File: src/rtl/sound_request_arbiter.sv
// Fixed-priority arbiter that plays one ROM sound at a time into the codec, advancing once per LR frame.
// Grant one edge after arbitration; preemption aborts via START; a silent gap separates sounds.
module sound_request_arbiter #(
    parameter int NUM_REQ      = 4,
    parameter int IDX_W        = 2,
    parameter int ADDR_W       = 10,
    parameter int SOUND_FRAMES = 1024,
    parameter int GAP_FRAMES   = 16,
    parameter int PREEMPT      = 1
) (
    input  logic               xck_clock,
    input  logic               rst_n,
    input  logic [NUM_REQ-1:0] req,
    input  logic               frame_tick,
    output logic [NUM_REQ-1:0] ack,
    output logic [NUM_REQ-1:0] done,
    output logic               aborted,
    output logic               busy,
    output logic               sound_enable,
    output logic [IDX_W-1:0]   grant_idx,
    output logic [ADDR_W-1:0]  sample_addr
);

    localparam int GAP_W = (GAP_FRAMES > 1) ? $clog2(GAP_FRAMES) : 1;
    localparam logic [GAP_W-1:0]  GAP_LOAD  = GAP_W'((GAP_FRAMES > 0) ? GAP_FRAMES - 1 : 0);
    localparam logic [ADDR_W-1:0] LAST_ADDR = ADDR_W'(SOUND_FRAMES - 1);

    typedef enum logic [1:0] {
        S_IDLE  = 2'd0,
        S_START = 2'd1,
        S_PLAY  = 2'd2,
        S_GAP   = 2'd3
    } state_t;

    state_t              state_q, state_d;
    logic [IDX_W-1:0]    grant_q, grant_d;
    logic [ADDR_W-1:0]   addr_q, addr_d;
    logic [GAP_W-1:0]    gap_q, gap_d;
    logic [NUM_REQ-1:0]  ack_q, ack_d;
    logic [NUM_REQ-1:0]  done_q, done_d;
    logic                aborted_q, aborted_d;
    logic                busy_q, busy_d;
    logic                en_q, en_d;

    logic                any_req;
    logic [IDX_W-1:0]    win_idx;
    logic                preempt_hit;

    // Lowest set index wins; preemption needs a strictly higher-priority request.
    always_comb begin
        any_req     = |req;
        win_idx     = '0;
        preempt_hit = 1'b0;
        for (int i = NUM_REQ - 1; i >= 0; i--) begin
            if (req[i]) begin
                win_idx = IDX_W'(i);
            end
        end
        for (int i = 0; i < NUM_REQ; i++) begin
            if (req[i] && (IDX_W'(i) < grant_q)) begin
                preempt_hit = 1'b1;
            end
        end
        if (PREEMPT == 0) begin
            preempt_hit = 1'b0;
        end
    end

    always_comb begin
        state_d   = state_q;
        grant_d   = grant_q;
        addr_d    = addr_q;
        gap_d     = gap_q;
        ack_d     = '0;
        done_d    = '0;
        aborted_d = 1'b0;
        case (state_q)
            S_IDLE, S_START: begin
                if (any_req) begin
                    grant_d = win_idx;
                    addr_d  = '0;
                    ack_d   = NUM_REQ'(1) << win_idx;
                    state_d = S_PLAY;
                end else begin
                    state_d = S_IDLE;
                end
            end
            S_PLAY: begin
                if (preempt_hit) begin
                    done_d    = NUM_REQ'(1) << grant_q;
                    aborted_d = 1'b1;
                    state_d   = S_START;
                end else if (frame_tick) begin
                    if (addr_q == LAST_ADDR) begin
                        done_d  = NUM_REQ'(1) << grant_q;
                        gap_d   = GAP_LOAD;
                        state_d = (GAP_FRAMES == 0) ? S_IDLE : S_GAP;
                    end else begin
                        addr_d = addr_q + 1'b1;
                    end
                end
            end
            S_GAP: begin
                if (frame_tick) begin
                    if (gap_q == '0) begin
                        state_d = S_IDLE;
                    end else begin
                        gap_d = gap_q - 1'b1;
                    end
                end
            end
            default: state_d = S_IDLE;
        endcase
        // Status outputs follow the next state so they are registered alongside it.
        busy_d = (state_d != S_IDLE);
        en_d   = (state_d == S_PLAY);
    end

    always_ff @(posedge xck_clock or negedge rst_n) begin
        if (!rst_n) begin
            state_q   <= S_IDLE;
            grant_q   <= '0;
            addr_q    <= '0;
            gap_q     <= '0;
            ack_q     <= '0;
            done_q    <= '0;
            aborted_q <= 1'b0;
            busy_q    <= 1'b0;
            en_q      <= 1'b0;
        end else begin
            state_q   <= state_d;
            grant_q   <= grant_d;
            addr_q    <= addr_d;
            gap_q     <= gap_d;
            ack_q     <= ack_d;
            done_q    <= done_d;
            aborted_q <= aborted_d;
            busy_q    <= busy_d;
            en_q      <= en_d;
        end
    end

    assign ack          = ack_q;
    assign done         = done_q;
    assign aborted      = aborted_q;
    assign busy         = busy_q;
    assign sound_enable = en_q;
    assign grant_idx    = grant_q;
    assign sample_addr  = addr_q;

endmodule

File: config.mk
export PLATFORM = sky130hd
export DESIGN_NAME = sound_request_arbiter
export DESIGN_NICKNAME = d
export VERILOG_FILES = /design/src/rtl/sound_request_arbiter.sv
export SDC_FILE = /design/constraint.sdc
export NUM_CORES = 1
export LEC_CHECK = 0
export ABC_AREA = 1
export BUFFER_PORTS_ARGS = -buffer_cell sky130_fd_sc_hd__buf_2
export CAP_MARGIN = 40
export CELL_PAD_IN_SITES_DETAIL_PLACEMENT = 2
export CELL_PAD_IN_SITES_GLOBAL_PLACEMENT = 2
export CORE_MARGIN = 5
export CORE_UTILIZATION = 33
export CTS_CLUSTER_SIZE = 12
export DETAILED_ROUTE_END_ITERATION = 7
export GPL_TIMING_DRIVEN = 0
export PLACE_DENSITY = 0.87
export SYNTH_ARGS = -nofsm -noshare
export SYNTH_HDL_FRONTEND = slang
export SYNTH_SLANG_ARGS = --single-unit
export TNS_END_PERCENT = 30
File: constraint.sdc
create_clock -name xck_clock -period 4.6 [get_ports xck_clock]
set_clock_uncertainty 0.1 [all_clocks]
set_input_delay 0.46 -clock xck_clock [delete_from_list [all_inputs] [get_ports xck_clock]]
set_output_delay 0.46 -clock xck_clock [all_outputs]
set_load 0.005 [all_outputs]
==> results.yml <==
cells_and_area:
  seq_area_um2: 725.7
  fin_cells: 290
  stdcell_area_um2: 1876
  layout_common_cells: "nand2_1 (65), dfrtp_1 (29), buf_2 (29), inv_1 (26), nand3_1 (20)"
  layout_commonest_cell: "nand2_1"
  syn_to_final_growth_pct: 20.11
  fill_cells: 555
  layout-drive-gt1-share_pct: 26.69
  antenna_cells: 0
  multi_input_area_um2: 690.7
  final_nets: 244
critical_path:
  cp_cell_sequence: "ha_1 -> inv_1 -> nor2_2 -> nand3_2 -> nand2_2 -> nand2_2 -> nand2_4 -> buf_12 -> nand2_1 -> nand2_1"
  required_ps: 4720
  critical-path-slowest-cell: "dfrtp_1"
  r2r_cells: 10
  criticalPathCategory: "reg2reg"
  critPathMaxFanout: 10
  reg2reg_setup_slack_ps: 2700
  cp_num_buf_inv: 2
  end_kind: "flip-flop"
  critPathLaunchType: "flip-flop"
  r2r_end: "sample_addr[5]"
  critPathTopFamily: "simple AND/OR/NAND/NOR gates"
  r2r_start: "sample_addr[0]"
  arrival_ps: 2030
  max_stage_delay_ps: 530
clocking:
  insertion_delay_ps: 280
  cts_root_buf: "clkbuf_8"
  cts_hold_buf: 0
  tritoncts: "built"
  cts_resized: 0
  htree_levels: 2
  cts.sinks: 29
  clkTransAtPathRegs_ps: 60
  cts_buffer_depth: 2
  cts_buffers: 5
  postCtsSetupBuffers: 0
global_routing:
  grt_overflow: 0
  grt_pass1_vias: 1600
  grtUsageMet1_pct: 19.07
  grt_max_degree: 30
  track_usage_pct: 15.48
  met2_usage_pct: 26.91
  antenna_found_initial: 0
  grt.busiest_layer: "met2"
  grt_first_pass_wirelength_um: 7548
  grt.met3_usage_pct: 3.401
yosys:
  ys_types: 25
  synth_area_per_cell_um2: 7.847
  synth.yosys.seq_area_share_pct: 46.47
  syn_nets: 208
  synthCells: 199
  yosysWarnings: 0
  synth_area_um2: 1561
  synth_seq_cells: 29
placement:
  place_congestion: 0.7334
  io_buffers: 29
  dp_hpwl_um: 3132
  placed_area_um2: 1774
  dp_cells: 282
route:
  drc: 0
  first_iter_violations: 25
  ant_nets: 0
  via_per_inst: 4.897
  drt_pass1_iterations: 4
  wirelength_um: 4270
  avgRoutedWirePerCell_um: 14.72
  vias: 1420
floorplan:
  num_io_pins: 30
  core_area_um2: 4661
  initial_utilization_pct: 33.50
  die_height_um: 78.79
  rows: 25
  die_w_um: 78.79
  fp.dieArea_um2: 6208
timing:
  fin_crit_ps: 1903
  worst_pin_slew_ps: 680.9
  final.setup.tns_ps: 0
  rsz0062_at_grt: "no"
  fmax_mhz: 525.5
  setup_viol: 0
  hold_viol: 0
  slew_headroom_pct: 54.61
  slew_viol_final: 0
  post-route-period-util_pct: 41.36
job:
  cap_viol_max_count: 0
pwr:
  p_leak_uw: 0.001042
  power_density_nw_per_um2: 575.9
  ir_worst_vdd_uv: 204.2
min_path:
  hold_path_class: "in2async"
status:
  status: "completed"
Yosys cell counts:
| cell type | n | area share, % |
|---|---|---|
| nand4_1 | 3 | 1.2 |
| xor2_1 | 1 | 0.56 |
| clkinv_1 | 1 | 0.24 |
| nor2_1 | 13 | 3.1 |
| nand2_2 | 5 | 2.0 |
| ha_1 | 2 | 1.6 |
| nand3_2 | 1 | 0.64 |
| o21bai_1 | 1 | 0.48 |
| dfrtp_1 | 29 | 46 |
| nand3_1 | 20 | 6.4 |
| nor2_4 | 1 | 0.72 |
| buf_12 | 1 | 1.3 |
| o21ai_2 | 8 | 4.5 |
| or2_2 | 3 | 1.2 |
| clkinv_2 | 1 | 0.32 |
| nor2_2 | 1 | 0.40 |
| inv_2 | 2 | 0.48 |
| nand2_4 | 2 | 1.4 |
| buf_6 | 1 | 0.72 |
| nor3_1 | 4 | 1.3 |
| o31ai_1 | 1 | 0.48 |
| nand2_1 | 65 | 16 |
| inv_1 | 26 | 6.2 |
| nand3b_1 | 2 | 0.96 |
| o21ai_0 | 5 | 1.6 |
sequential cells by signal, indices dropped and copies added, names as in the netlist:
register,cells
aborted,1
gap_q,4
state_q,2
ack,4
sample_addr,10
grant_idx,2
busy,1
sound_enable,1
done,4
report_power, final:
part | switching (uW) | internal (uW) | total [uW]
clock | 100 | 135 | 235
combinational | 290 | 165 | 455
sequential | 67.7 | 322 | 390
area by class of cell:
class                   count  area share [%]
plain buffers               2           1.668
clock buffers               7           5.137
well taps                  54           3.602
clock inverters             1          0.2668
multi-input cells         138           36.82
flip-flops and latches     29           38.69
inverters                  30           6.071
repair buffers             29           7.738
per-stage QoR:
step | total power (uW) | util [%] | hold slack, ps | setup slack [ps]
floorplan | 696.9 | - | 64.41 | 3004
global placement | 830.0 | 38.07 | 355.7 | 2753
detailed placement | 853.4 | 38.07 | 372.3 | 2703
CTS | 1100 | 40.24 | 143.8 | 2665
global route | 1170 | 40.24 | 163.7 | 2507
finish | 1080 | 40.24 | 112.5 | 2697
worst max path at each step:
stage,startpoint,end,slack (ps),cells past startpoint
floorplan,sample_addr[0],sample_addr[5],3000,10
global placement,sample_addr[0],sample_addr[5],2750,10
detailed placement,sample_addr[0],sample_addr[5],2700,10
CTS,sample_addr[0],sample_addr[9],2670,10
global route,sample_addr[0],sample_addr[9],2510,10
finish,sample_addr[0],sample_addr[5],2700,10
kinds of logic (layout without fill, tap and decap cells):
| group | after synthesis | in the layout | share of synthesized area [%] |
|---|---|---|---|
| buffers and inverters | 32 | 69 | 9.294 |
| AND/OR/NAND/NOR | 120 | 120 | 35.02 |
| XOR/XNOR | 1 | 1 | 0.5610 |
| AO/OA/AOI/OAI | 15 | 15 | 7.052 |
| flip-flops | 29 | 29 | 46.47 |
| adder cells (fa/ha/maj) | 2 | 2 | 1.602 |
metal layers:
layer | vias up | share of wire (%)
li1 | 694 | -
met3 | 4 | 2.3
met2 | 20 | 52
met4 | 0 | 1.2
met5 | - | 0
met1 | 702 | 45
worst reg2reg max path, stage by stage (launching register included):
cell     delay (ps)
dfrtp_1         530
ha_1            270
inv_1            60
nor2_2          180
nand3_2         140
nand2_2          80
nand2_2          60
nand2_4         130
buf_12          160
nand2_1          70
nand2_1          70
(Power assumes the default switching activity.)
